## src/rtl/ibuf_pkg.sv

```systemverilog
// Shared sizing helpers and default geometry for the instruction prefetch queue.
package ibuf_pkg;

  function automatic int clog2(input int v);
    int r;
    r = 0;
    for (int i = 0; i < 31; i++) begin
      if ((1 << i) < v) r = i + 1;
    end
    return r;
  endfunction

  function automatic int max1(input int v);
    return (v < 1) ? 1 : v;
  endfunction

  localparam int WORD_BYTES_DEF  = 2;
  localparam int DEPTH_WORDS_DEF = 8;
  localparam int WIN_BYTES_DEF   = 4;

  localparam int CAP_BYTES = WORD_BYTES_DEF * DEPTH_WORDS_DEF;
  localparam int PTR_W     = clog2(CAP_BYTES);
  localparam int CNT_W     = clog2(CAP_BYTES + 1);
  localparam int WIN_CNT_W = clog2(WIN_BYTES_DEF + 1);

endpackage

```

## src/rtl/ibuf_window_mux.sv

```systemverilog
// Builds the decoder window: WIN_BYTES bytes starting at the byte read pointer,
// wrapping around the byte ring, with bytes beyond win_avail forced to zero.
module ibuf_window_mux
  import ibuf_pkg::*;
#(
  parameter int CAP_BYTES_P = CAP_BYTES,
  parameter int WIN_BYTES_P = WIN_BYTES_DEF,
  parameter int PTR_W_P     = PTR_W,
  parameter int WIN_CNT_W_P = WIN_CNT_W
) (
  input  logic [CAP_BYTES_P*8-1:0] store_i,
  input  logic [PTR_W_P-1:0]       rd_ptr_i,
  input  logic [WIN_CNT_W_P-1:0]   win_avail_i,
  output logic [WIN_BYTES_P*8-1:0] win_data_o
);

  logic [PTR_W_P-1:0] idx;

  always_comb begin
    win_data_o = '0;
    idx        = '0;
    for (int i = 0; i < WIN_BYTES_P; i++) begin
      // Ring capacity is a power of two, so truncation gives the wrap.
      idx = rd_ptr_i + PTR_W_P'(i);
      if (WIN_CNT_W_P'(i) < win_avail_i) begin
        win_data_o[i*8 +: 8] = store_i[{idx, 3'b000} +: 8];
      end
    end
  end

endmodule

```

## src/rtl/ibuf_queue.sv

```systemverilog
// Instruction prefetch queue: word-wide push from the bus interface, byte-granular
// unaligned window and variable consume toward the decoder, flush with start offset.
module ibuf_queue
  import ibuf_pkg::*;
#(
  parameter int WORD_BYTES  = WORD_BYTES_DEF,
  parameter int DEPTH_WORDS = DEPTH_WORDS_DEF,
  parameter int WIN_BYTES   = WIN_BYTES_DEF,
  localparam int Q_CAP   = WORD_BYTES * DEPTH_WORDS,
  localparam int Q_PTR_W = clog2(Q_CAP),
  localparam int Q_CNT_W = clog2(Q_CAP + 1),
  localparam int Q_WIN_W = clog2(WIN_BYTES + 1),
  localparam int Q_OFS_W = max1(clog2(WORD_BYTES)),
  localparam int Q_WP_W  = clog2(DEPTH_WORDS)
) (
  input  logic                    clk,
  input  logic                    rst_n,
  input  logic                    push_valid,
  output logic                    push_ready,
  input  logic [WORD_BYTES*8-1:0] push_data,
  input  logic                    flush,
  input  logic [Q_OFS_W-1:0]      flush_ofs,
  output logic [WIN_BYTES*8-1:0]  win_data,
  output logic [Q_WIN_W-1:0]      win_avail,
  input  logic [Q_WIN_W-1:0]      consume,
  output logic [Q_CNT_W-1:0]      count,
  output logic                    overrun_err
);

  logic [WORD_BYTES*8-1:0] mem_q [DEPTH_WORDS];
  logic [Q_CAP*8-1:0]      store_flat;

  logic [Q_WP_W-1:0]  wr_ptr_q, wr_ptr_d;
  logic [Q_PTR_W-1:0] rd_ptr_q, rd_ptr_d;
  logic [Q_CNT_W-1:0] count_q, count_d;
  logic [Q_OFS_W-1:0] skip_q, skip_d;
  logic               overrun_q, overrun_d;

  logic [Q_CNT_W-1:0] free_bytes;
  logic [Q_WIN_W-1:0] consume_eff;
  logic [Q_OFS_W-1:0] ofs_eff;
  logic               push_acc;
  logic               overrun_set;

  // Single-byte words cannot be entered mid-word, so the offset is meaningless.
  assign ofs_eff = (WORD_BYTES == 1) ? '0 : flush_ofs;

  // Skipped bytes of the pending first word still need room in the ring.
  assign free_bytes = Q_CNT_W'(Q_CAP) - count_q - Q_CNT_W'(skip_q);
  assign push_ready = (free_bytes >= Q_CNT_W'(WORD_BYTES));
  assign push_acc   = push_valid & push_ready & ~flush;

  assign win_avail   = (count_q > Q_CNT_W'(WIN_BYTES)) ? Q_WIN_W'(WIN_BYTES) : Q_WIN_W'(count_q);
  assign overrun_set = (consume > win_avail);
  assign consume_eff = overrun_set ? win_avail : consume;

  assign count       = count_q;
  assign overrun_err = overrun_q;

  always_comb begin
    wr_ptr_d  = wr_ptr_q;
    rd_ptr_d  = rd_ptr_q;
    count_d   = count_q;
    skip_d    = skip_q;
    overrun_d = overrun_q;
    if (flush) begin
      wr_ptr_d = '0;
      rd_ptr_d = Q_PTR_W'(ofs_eff);
      count_d  = '0;
      skip_d   = ofs_eff;
    end else begin
      rd_ptr_d = rd_ptr_q + Q_PTR_W'(consume_eff);
      count_d  = count_q - Q_CNT_W'(consume_eff);
      if (overrun_set) overrun_d = 1'b1;
      if (push_acc) begin
        wr_ptr_d = wr_ptr_q + Q_WP_W'(1);
        count_d  = count_d + Q_CNT_W'(WORD_BYTES) - Q_CNT_W'(skip_q);
        skip_d   = '0;
      end
    end
  end

  always_ff @(posedge clk or negedge rst_n) begin
    if (!rst_n) begin
      wr_ptr_q  <= '0;
      rd_ptr_q  <= '0;
      count_q   <= '0;
      skip_q    <= '0;
      overrun_q <= 1'b0;
    end else begin
      wr_ptr_q  <= wr_ptr_d;
      rd_ptr_q  <= rd_ptr_d;
      count_q   <= count_d;
      skip_q    <= skip_d;
      overrun_q <= overrun_d;
    end
  end

  // Payload needs no reset: the window masks every byte outside count.
  always_ff @(posedge clk) begin
    if (push_acc) mem_q[wr_ptr_q] <= push_data;
  end

  for (genvar g = 0; g < DEPTH_WORDS; g++) begin : g_flat
    assign store_flat[g*WORD_BYTES*8 +: WORD_BYTES*8] = mem_q[g];
  end

  ibuf_window_mux #(
    .CAP_BYTES_P (Q_CAP),
    .WIN_BYTES_P (WIN_BYTES),
    .PTR_W_P     (Q_PTR_W),
    .WIN_CNT_W_P (Q_WIN_W)
  ) u_win_mux (
    .store_i     (store_flat),
    .rd_ptr_i    (rd_ptr_q),
    .win_avail_i (win_avail),
    .win_data_o  (win_data)
  );

endmodule

```

## config.mk

```make
export PLATFORM = sky130hd
export DESIGN_NAME = ibuf_queue
export DESIGN_NICKNAME = d
export VERILOG_FILES = /design/src/rtl/ibuf_pkg.sv /design/src/rtl/ibuf_window_mux.sv /design/src/rtl/ibuf_queue.sv
export SDC_FILE = /design/constraint.sdc
export NUM_CORES = 1
export LEC_CHECK = 0
export BUFFER_PORTS_ARGS = -buffer_cell sky130_fd_sc_hd__buf_4
export CELL_PAD_IN_SITES_DETAIL_PLACEMENT = 1
export CELL_PAD_IN_SITES_GLOBAL_PLACEMENT = 2
export CORE_ASPECT_RATIO = 0.9
export CORE_UTILIZATION = 35
export CTS_BUF_LIST = sky130_fd_sc_hd__clkbuf_2 sky130_fd_sc_hd__clkbuf_4 sky130_fd_sc_hd__clkbuf_8
export DETAILED_ROUTE_END_ITERATION = 10
export GPL_TIMING_DRIVEN = 0
export PLACE_DENSITY_LB_ADDON = 0.1
export SYNTH_ARGS = -nofsm -noshare
export SYNTH_HDL_FRONTEND = slang
export SYNTH_HIERARCHICAL = 1
export SYNTH_SLANG_ARGS = --single-unit
```

## constraint.sdc

```tcl
create_clock -name clk -period 6.05 [get_ports clk]
set_input_delay 0.9075 -clock clk [delete_from_list [all_inputs] [get_ports clk]]
set_output_delay 0.9075 -clock clk [all_outputs]
set_load 0.02 [all_outputs]
```

==> flow_summary_export.csv, run 1 <==
group,metric,value,unit
global_route,top_usage_layer,"met2",
global_route,grt_max_degree,17,
global_route,grtUsageMet1,36.32,%
clock_network,clk_pin_slew,0.11,ns
floorplan,design.die.area,0.02747,mm^2
floorplan,core-area,0.02621,mm^2
logic_synthesis,syn_avg_cell_area,16.24,um^2
logic_synthesis,synth_top_area_share,40.96,%
timing,min_period_over_period,98.54,%
setup_path,crit_fanout,10,
flow_run,cap_violations,0,
logic_synthesis,netlist_top_cells_area,"edfxtp_1, mux4_2, mux2i_1",
global_route,globalRouteMet3Util,5.700,%
route,vias_per_cell,6.244,
power_and_ir_drop,leakagePower,3.916,nW
setup_path,critPathLaunchType,"flip-flop",
logic_synthesis,synth_top_area_cell,"edfxtp_1",
setup_path,cp_slowest_stage_delay,0.76,ns
floorplan,die_w,174.6,um
layout,antenna_cells,0,
timing,clock_skew,0.02282,ns
timing,worst_pin_slew,1.377,ns
global_route,grt_use_total,25.75,%
timing,finalHoldViolCount,0,
logic_synthesis,ys_seq_area_share,44.69,%
clock_network,cts_tree,"built",
logic_synthesis,ys_warn_count,6,
setup_path,critPathMostFrequentCell,"clkbuf_1",
logic_synthesis,synthCells,578,
clock_network,clk_path_buf_depth,2,
power_and_ir_drop,pwr_density_cell,599.2,mW/mm^2
timing,rsz0062_at_grt,"no",
power_and_ir_drop,total_power,6.567,mW
logic_synthesis,netlist_area,0.009384,mm^2
route,drt.antenna.violating_nets,0,
setup_path,worstPathRequired,5.14,ns
timing,max_freq,167.7,MHz
route,drc,0,
route,drt_iter0_markers,748,
global_route,grt_pass1_vias,6856,
layout,area_growth,16.79,%
route,drt-pass1-iter-count,5,
setup_path,slowest_stage,"clkbuf_1",
route,vias,6494,
placed_design,dp_hpwl,23940,um
floorplan,initial_utilization,35.81,%
timing,maxSlewViolCount,0,
global_route,grt_pass1_wl,49190,um
timing,fin_crit,5.961,ns
placed_design,gp_congestion,0.8724,
logic_synthesis,synth_cell_types,50,
route,wl,34190,um
timing,slew-limit-headroom,8.211,%
placed_design,dpl-instance-area,0.01054,mm^2
global_route,grt_overflow,0,
min_path,hold_class,"input port to asynchronous set/reset pin",
layout,nNetsFinal,730,
logic_synthesis,synth-async-reset-ratio,9.859,%
floorplan,rows,56,
logic_synthesis,synth_flop_cell,"edfxtp_1",
route,wl_per_cell,32.88,um
clock_network,cts.htree.levels,4,
placed_design,io_buffer_count,64,
outcome,status,"complete, no violations",
logic_synthesis,synth-seq-cells,142,
timing,setup_violations,0,
global_route,grt_antenna_before_repair,0,
logic_synthesis,syn-num-nets,629,
setup_path,end_kind,"output pin",
setup_path,crit_arrival,5.05,ns
setup_path,crit_chain,"clkbuf_1 -> inv_1 -> buf_4 -> clkbuf_1 -> buf_2 -> ha_1 -> buf_6 -> clkbuf_1 -> mux4_4 -> mux2_2 -> a22o_1 -> buf_4",
layout,drive_gt1_share,43.93,%
power_and_ir_drop,vdd_drop_max,0.2890,mV
floorplan,ios,66,
setup_path,critical_path_class,"flip-flop to output pin",
clock_network,root_buffer,"clkbuf_8",
clock_network,clk_latency,0.46,ns
floorplan,dieHeight,157.3,um
clock_network,cts_made_buffers,17,
global_route,grt_use_met2,39.67,%
layout,final_area,0.01096,mm^2
logic_synthesis,synth-edff-count,128,
clock_network,cts.sinks,142,
-- registers in the layout, summed over array words and instances, names as in the netlist --
name / count
wr_ptr_q: 3
skip_q: 1
mem_q: 128
rd_ptr_q: 4
count: 5
overrun_err: 1
-- path summary, 6_finish.rpt --
check	from	endpoint	slack [ns]	cells after the start
max reg2reg	count[3]	count[4]	1.06	17
min reg2reg	overrun_err	overrun_err	0.48	1
min in group clk	overrun_err	overrun_err	0.48	1
max in group asynchronous	rst_n	count[1]	5.56	1
min	rst_n	wr_ptr_q[2]	0.28	1
max	rd_ptr_q[0]	win_data[26]	0.09	12
-- cell usage after synthesis (2+ instances only) --
cell type,number
a211oi_2,4
mux4_4,5
clkbuf_2,2
nand2_1,16
a21oi_1,7
mux4_1,11
buf_1,6
clkbuf_1,16
nor2_1,17
mux4_2,102
o32ai_1,8
and2b_1,2
nor3_1,4
xnor2_1,7
fa_1,2
mux2i_1,49
a21o_1,5
mux2_2,34
inv_1,18
dfrtp_1,14
buf_6,4
buf_4,4
o21ai_0,9
o22ai_1,21
ha_1,25
nand3_1,8
edfxtp_1,128
nor4b_1,2
xor2_1,6
a22o_1,8
buf_2,14
nor4_1,2
-- stage by stage --
| step | hold WS (ns) | cells | setup slack (ns) | util [%] | TNS [ns] |
|---|---|---|---|---|---|
| final | 0.2815 | 1040 | 0.08855 | 41.82 | 0 |
| after global routing | 0.2557 | 1040 | 0.02949 | 41.82 | 0 |
| after CTS | 0.2664 | 1040 | 0.1375 | 41.82 | 0 |
| after detailed placement | 0.4543 | 1008 | 0.2319 | 40.21 | 0 |
| after global placement | 0.4436 | 990 | -0.3341 | 39.30 | -7.425 |
| after floorplan | 0.5028 | 578 | 1.649 | - | 0 |
-- worst max-delay path: cells and delay by family, from the launching register on --
family | cells | cell delay [ns]
flip-flops | 1 | 0.43
buffers and inverters | 8 | 2.84
AO/OA/AOI/OAI | 1 | 0.22
multiplexers | 2 | 0.86
adder cells (fa/ha/maj) | 1 | 0.24
-- cells in the final DEF (no fill, tap or decap), types with 8 or more instances in the layout --
cell / synthesis / routed
edfxtp_1: 128 / 128
mux4_2: 102 / 102
buf_4: 4 / 78
mux2i_1: 49 / 49
mux2_2: 34 / 34
ha_1: 25 / 25
o22ai_1: 21 / 21
inv_1: 18 / 18
clkbuf_8: 0 / 17
nand2_1: 16 / 16
nor2_1: 17 / 15
clkbuf_1: 16 / 14
dfrtp_1: 14 / 14
buf_2: 14 / 14
mux4_1: 11 / 11
buf_6: 4 / 10
o21ai_0: 9 / 8
nand3_1: 8 / 8
o32ai_1: 8 / 8
a22o_1: 8 / 8
-- routing by layer --
metal,wire [um],vias up
met2,15300,352
li1,-,2637
met3,2671,52
met5,0,-
met4,1001,0
met1,15220,3453
-- timing repair --
item                                    CTS  global route
resized for setup                         6             0
endpoints found under the setup margin   17             0
setup buffers                             0             0
hold buffers                              0             0
-- logic make-up after synthesis --
logic type      count (synthesis)  synth area share [%]
buf+inv                        65                 3.293
fa+ha+maj                      27                 3.760
xor+xnor                       15                 1.560
flops                         142                 44.69
simple gates                   58                 3.027
compound gates                 70                 5.467
mux                           201                 38.20
-- area by class of cell --
cell class | instances | area [um^2]
clock buffer | 17 | 234.0
multi-input combinational | 371 | 4920
buffer | 46 | 255.2
timing repair buffer | 82 | 678.2
tap | 348 | 435.4
sequential | 142 | 4194
clock inverter | 15 | 171.4
inverter | 19 | 71.32
fill | 2658 | 15250
-- power breakdown --
part | switching (mW) | internal, mW | leakage, nW | total, mW
registers | 0.0803 | 1.14 | 1.33 | 1.22
logic | 2.57 | 1.98 | 2.37 | 4.55
clock network | 0.449 | 0.351 | 0.210 | 0.800
Power figures use the tool's default switching activity.
==> run 2: changes to the inputs <==
--- a/config.mk
+++ b/config.mk
@@ -9,7 +9,7 @@
 export CELL_PAD_IN_SITES_DETAIL_PLACEMENT = 1
 export CELL_PAD_IN_SITES_GLOBAL_PLACEMENT = 2
 export CORE_ASPECT_RATIO = 0.9
-export CORE_UTILIZATION = 35
+export CORE_UTILIZATION = 51
 export CTS_BUF_LIST = sky130_fd_sc_hd__clkbuf_2 sky130_fd_sc_hd__clkbuf_4 sky130_fd_sc_hd__clkbuf_8
 export DETAILED_ROUTE_END_ITERATION = 10
 export GPL_TIMING_DRIVEN = 0
==> flow_summary_export.csv, run 2 (same netlist as run 1, synthesis figures left out) <==
group,metric,value,unit
outcome,status,"complete, no violations",
layout,post-route-util,60.39,%
setup_path,end_kind,"output pin",
power_and_ir_drop,clkPwrFrac,12.1,%
setup_path,critical_path_class,"flip-flop to output pin",
power_and_ir_drop,internal_power,3.451,mW
placed_design,io_buffer_count,64,
floorplan,initial_utilization,52.59,%
floorplan,core-area,0.01784,mm^2
timing,maxSlewViolCount,0,
route,wl,32440,um
global_route,grt_antenna_before_repair,0,
timing,slew-limit-headroom,19.37,%
setup_path,critPathLaunchType,"flip-flop",
layout,antenna_cells,0,
timing,finalHoldViolCount,0,
clock_network,clk_latency,0.46,ns
global_route,grt_pass1_wl,47400,um
power_and_ir_drop,seq_power_share,18.9,%
route,wl_per_cell,34.91,um
clock_network,cts_hold_buf,0,
power_and_ir_drop,pwr_density_cell,601.3,mW/mm^2
timing,setup_violations,0,
floorplan,dieHeight,130.7,um
global_route,grt_overflow,0,
power_and_ir_drop,p_comb_share,69.1,%
route,drc,0,
global_route,grt_max_degree,17,
layout,regMostFlops,"mem_q",
clock_network,cts_setup_buffers,0,
route,vias,6818,
layout,drive_gt1_share,43.69,%
timing,rsz0062_at_grt,"no",
placed_design,pre_cts_ws,0.4179,ns
floorplan,die_w,145.0,um
layout,largest_reg_flops,128,
timing,min_period_over_period,98.06,%
layout,final_cell_mix,"edfxtp_1, mux4_2, buf_4, mux2i_1, mux2_2",
timing,worst_pin_slew,1.209,ns
clock_network,clk_pin_slew,0.09,ns
setup_path,crit_fanout,10,
setup_path,crit_arrival,5.02,ns
clock_network,root_buffer,"clkbuf_8",
clock_network,cts_tree,"built",
layout,nNetsFinal,727,
placed_design,gp_congestion,0.9090,
timing,fin_crit,5.932,ns
power_and_ir_drop,leakagePower,3.872,nW
route,drt_iter0_markers,771,
clock_network,clk_path_buf_depth,2,
global_route,grt_use_total,35.64,%
global_route,grt_pass1_vias,7139,
power_and_ir_drop,power_switching,3.028,mW
route,drt.antenna.violating_nets,0,
timing,clock_skew,0.01252,ns
route,drt-pass1-iter-count,9,
clock_network,cts_resized,6,
timing,setup_ws,0.1177,ns
min_path,hold_class,"input port to asynchronous set/reset pin",
power_and_ir_drop,sw_frac_of_total,46.73,%
route,vias_per_cell,7.339,
power_and_ir_drop,total_power,6.479,mW
power_and_ir_drop,vdd_drop_max,0.3453,mV
clock_network,cts.htree.levels,4,
floorplan,design.die.area,0.01895,mm^2
clock_network,cts_made_buffers,17,
floorplan,ios,66,
timing,max_freq,168.6,MHz
floorplan,rows,46,
timing,finalSetupTns,0,ns
layout,fillers,1651,
clock_network,cts.sinks,142,
placed_design,dp_hpwl,22310,um
flow_run,cap_violations,0,
layout,final_common_cell,"edfxtp_1",
setup_path,worstPathRequired,5.14,ns
timing,whs,0.2789,ns
layout,area_growth,14.83,%
run 2: cell count changes in the layout (fill, tap and decap cells not counted), sizes merged:
cell	previous run	this run
clkinvlp	0	4
buf	108	105
inv	29	26
clkinv	4	2
clkbuf	35	36
run 2: layer usage:
metal | global-route usage [%] | share of wire, % | vias up
met5 | 0 | 0 | -
met4 | 19.40 | 5.3 | 0
met3 | 8.021 | 11 | 126
met2 | 58.20 | 47 | 489
met1 | 45.13 | 37 | 3561
li1 | - | - | 2642
run 2: area by class of cell:
| type | count | area [um^2] | area share (%) |
|---|---|---|---|
| sequential | 142 | 4194 | 38.92 |
| clock inverter | 14 | 151.4 | 1.405 |
| inverter | 19 | 71.32 | 0.6619 |
| buffer | 46 | 255.2 | 2.369 |
| clock buffer | 18 | 241.5 | 2.241 |
| tap | 240 | 300.3 | 2.787 |
| timing repair buffer | 79 | 641.9 | 5.957 |
| multi-input combinational | 371 | 4920 | 45.66 |
run 2: power by group through the flow:
| stage | clock (mW) | combinational (mW) | sequential, mW |
|---|---|---|---|
| after floorplan | 0 | 2.93 | 1.23 |
| after global placement | 0 | 4.24 | 1.24 |
| after CTS | 0.791 | 4.38 | 1.22 |
| after detailed placement | 0 | 4.35 | 1.24 |
| after global routing | 0.821 | 4.64 | 1.23 |
| final | 0.782 | 4.47 | 1.22 |
run 2: worst max-delay path, cell delays in order (launching register included):
cell	delay, ns
dfrtp_1	0.47
buf_2	0.41
clkdlybuf4s15_2	0.58
buf_2	0.47
inv_1	0.12
ha_1	0.24
xnor2_2	0.59
buf_6	0.31
buf_4	0.30
mux4_2	0.34
mux2_2	0.29
a22o_1	0.27
buf_4	0.17
run 2: final timing paths:
| path | slack (ns) | endpoint | from | cells past startpoint |
|---|---|---|---|---|
| min | 0.28 | count[3] | rst_n | 1 |
| max in group asynchronous | 5.59 | count[4] | rst_n | 1 |
| max reg2reg | 1.17 | count[4] | count[3] | 17 |
| max | 0.12 | win_data[29] | rd_ptr_q[1] | 12 |
| min reg2reg | 0.47 | overrun_err | overrun_err | 1 |
| min in group clk | 0.47 | overrun_err | overrun_err | 1 |
run 2: per-stage QoR:
step / std cells / cell area [um^2]
finish: 929 / 10780
global route: 929 / 10780
CTS: 929 / 10780
detailed placement: 897 / 10360
global placement: 882 / 10160
floorplan: 578 / 9384
==> run 3: changes to the inputs <==
--- a/config.mk
+++ b/config.mk
@@ -14,6 +14,7 @@
 export DETAILED_ROUTE_END_ITERATION = 10
 export GPL_TIMING_DRIVEN = 0
 export PLACE_DENSITY_LB_ADDON = 0.1
+export SETUP_SLACK_MARGIN = 0.5
 export SYNTH_ARGS = -nofsm -noshare
 export SYNTH_HDL_FRONTEND = slang
 export SYNTH_HIERARCHICAL = 1
==> flow_summary_export.csv, run 3 (same netlist as run 1, synthesis figures left out) <==
group,metric,value,unit
timing,min_period_over_period,90.85,%
route,wl,32360,um
clock_network,cts_made_buffers,17,
clock_network,clk_latency,0.46,ns
power_and_ir_drop,p_comb_share,69.0,%
power_and_ir_drop,sw_frac_of_total,46.65,%
setup_path,critical_path_class,"flip-flop to output pin",
global_route,grt_use_total,35.62,%
setup_path,crit_chain,"clkbuf_1 -> inv_1 -> buf_4 -> clkbuf_2 -> buf_2 -> ha_1 -> xnor2_4 -> buf_6 -> buf_4 -> mux4_2 -> mux2_2 -> a22o_1 -> buf_4",
power_and_ir_drop,clkPwrFrac,12.1,%
power_and_ir_drop,vdd_drop_max,0.3360,mV
placed_design,dpl-instance-area,0.01036,mm^2
timing,finalHoldViolCount,0,
power_and_ir_drop,leakagePower,3.886,nW
setup_path,crit_arrival,4.59,ns
setup_path,rrSetupSlack,1.17,ns
timing,maxSlewViolCount,0,
timing,rsz0062_at_grt,"no",
setup_path,crit_fanout,10,
placed_design,io_buffer_count,64,
layout,final_area,0.01079,mm^2
route,drt.antenna.violating_nets,0,
setup_path,cpLargestDelayFamily,"buffers and inverters",
layout,regMostFlops,"mem_q",
min_path,hold_class,"input port to asynchronous set/reset pin",
timing,finalSetupTns,0,ns
layout,fillers,1651,
floorplan,die_w,145.0,um
timing,clock_skew,0.01312,ns
clock_network,clk_path_buf_depth,2,
floorplan,initial_utilization,52.59,%
placed_design,dp_hpwl,22310,um
layout,area_growth,14.97,%
layout,largest_reg_flops,128,
setup_path,reg2reg_depth,17,
layout,seq_area,0.004194,mm^2
setup_path,cp_slowest_stage_delay,0.40,ns
route,vias_per_cell,7.302,
timing,fin_crit,5.496,ns
layout,multi_input_area,0.004931,mm^2
clock_network,cts_hold_buf,0,
setup_path,end_kind,"output pin",
global_route,grt_pass1_wl,47380,um
layout,antenna_cells,0,
timing,worst_pin_slew,1.215,ns
setup_path,crit_start,"rd_ptr_q[0]",
timing,setup_violations,0,
layout,nNetsFinal,727,
power_and_ir_drop,power_switching,3.027,mW
setup_path,worstPathRequired,5.14,ns
layout,final_cell_mix,"edfxtp_1, mux4_2, buf_4, mux2i_1, mux2_2",
timing,slew-limit-headroom,18.98,%
global_route,grt_overflow,0,
floorplan,ios,66,
power_and_ir_drop,internal_power,3.462,mW
setup_path,slowest_stage,"dfrtp_1",
setup_path,critPathLaunchType,"flip-flop",
clock_network,cts.sinks,142,
power_and_ir_drop,seq_power_share,18.9,%
global_route,grt_pass1_vias,7120,
floorplan,dieHeight,130.7,um
global_route,grt_max_degree,17,
floorplan,rows,46,
route,vias,6784,
layout,final_common_cell,"edfxtp_1",
power_and_ir_drop,pwr_density_cell,601.4,mW/mm^2
floorplan,core-area,0.01784,mm^2
outcome,status,"complete, no violations",
placed_design,gp_congestion,0.9090,
layout,drive_gt1_share,44.27,%
floorplan,design.die.area,0.01895,mm^2
setup_path,critPathMostFrequentCell,"buf_4",
setup_path,r2r_end,"count[4]",
clock_network,clk_pin_slew,0.09,ns
route,drc,0,
route,drt_iter0_markers,814,
timing,max_freq,181.9,MHz
global_route,grt_antenna_before_repair,0,
flow_run,cap_violations,0,
clock_network,cts_tree,"built",
setup_path,crit_buf_inv,8,
clock_network,root_buffer,"clkbuf_8",
setup_path,reg2reg_from,"count[3]",
route,drt-pass1-iter-count,5,
route,wl_per_cell,34.83,um
clock_network,cts.htree.levels,4,
-- run 3: changes by cell type in the layout (fill, tap and decap cells not counted), moves of 2 or more --
cell	previous run	this run
clkbuf_1	14	10
clkbuf_4	1	3
clkdlybuf4s15_2	2	0
clkbuf_2	4	8
-- run 3: routing by layer --
metal | GRT usage (%) | routed length, um | up-vias
li1 | - | - | 2641
met1 | 45.35 | 11940 | 3502
met2 | 58.43 | 15170 | 509
met3 | 7.778 | 3495 | 132
met4 | 18.59 | 1751 | 0
met5 | 0 | 0 | -
-- run 3: what timing repair did --
| action | 4_1_cts | 5_1_grt |
|---|---|---|
| buffers inserted | 0 | 0 |
| cloned | 0 | 0 |
| resized for setup | 14 | 2 |
| setup endpoints to repair | 24 | 2 |
-- run 3: worst max-delay path by stage --
| stage | end | slack [ns] | cells after the start |
|---|---|---|---|
| final | win_data[29] | 0.55 | 13 |
| after global routing | win_data[29] | 0.50 | 13 |
| after CTS | win_data[29] | 0.52 | 12 |
| after detailed placement | win_data[14] | 0.42 | 11 |
| after global placement | mem_q[2][10] | -0.26 | 10 |
| after floorplan | count[4] | 1.65 | 17 |
-- run 3: area by class of cell --
| cell class | instances | area share (%) |
|---|---|---|
| clock inverter | 14 | 1.403 |
| tap | 240 | 2.783 |
| inverter | 19 | 0.6610 |
| buffer | 46 | 2.389 |
| multi-input combinational | 371 | 45.70 |
| clock buffer | 18 | 2.238 |
| sequential | 142 | 38.87 |
| timing repair buffer | 79 | 5.949 |
-- run 3: per-stage QoR --
| step | total power, mW | util [%] | setup slack, ns | hold WS (ns) | instances |
|---|---|---|---|---|---|
| global placement | 5.474 | 56.97 | -0.2568 | 0.4455 | 882 |
| detailed placement | 5.593 | 58.09 | 0.4179 | 0.4540 | 897 |
| global route | 6.705 | 60.47 | 0.5015 | 0.2784 | 929 |
| floorplan | 4.159 | - | 1.649 | 0.5028 | 578 |
| CTS | 6.410 | 60.44 | 0.5231 | 0.2738 | 929 |
| finish | 6.488 | 60.47 | 0.5536 | 0.2806 | 929 |
-- run 3: worst register-to-register path: cells and delay by family, from the launching register on --
family	cells	cell delay [ns]
compound gates	6	1.80
fa+ha+maj	4	1.14
mux	1	0.47
flops	1	0.44
simple gates	3	0.43
buf+inv	2	0.26
xor+xnor	1	0.24
-- run 3: power by group through the flow --
stage	logic [mW]	clock network, mW	registers, mW
floorplan	2.93	0	1.23
global placement	4.24	0	1.24
detailed placement	4.35	0	1.24
CTS	4.40	0.791	1.22
global route	4.65	0.821	1.23
finish	4.48	0.784	1.22
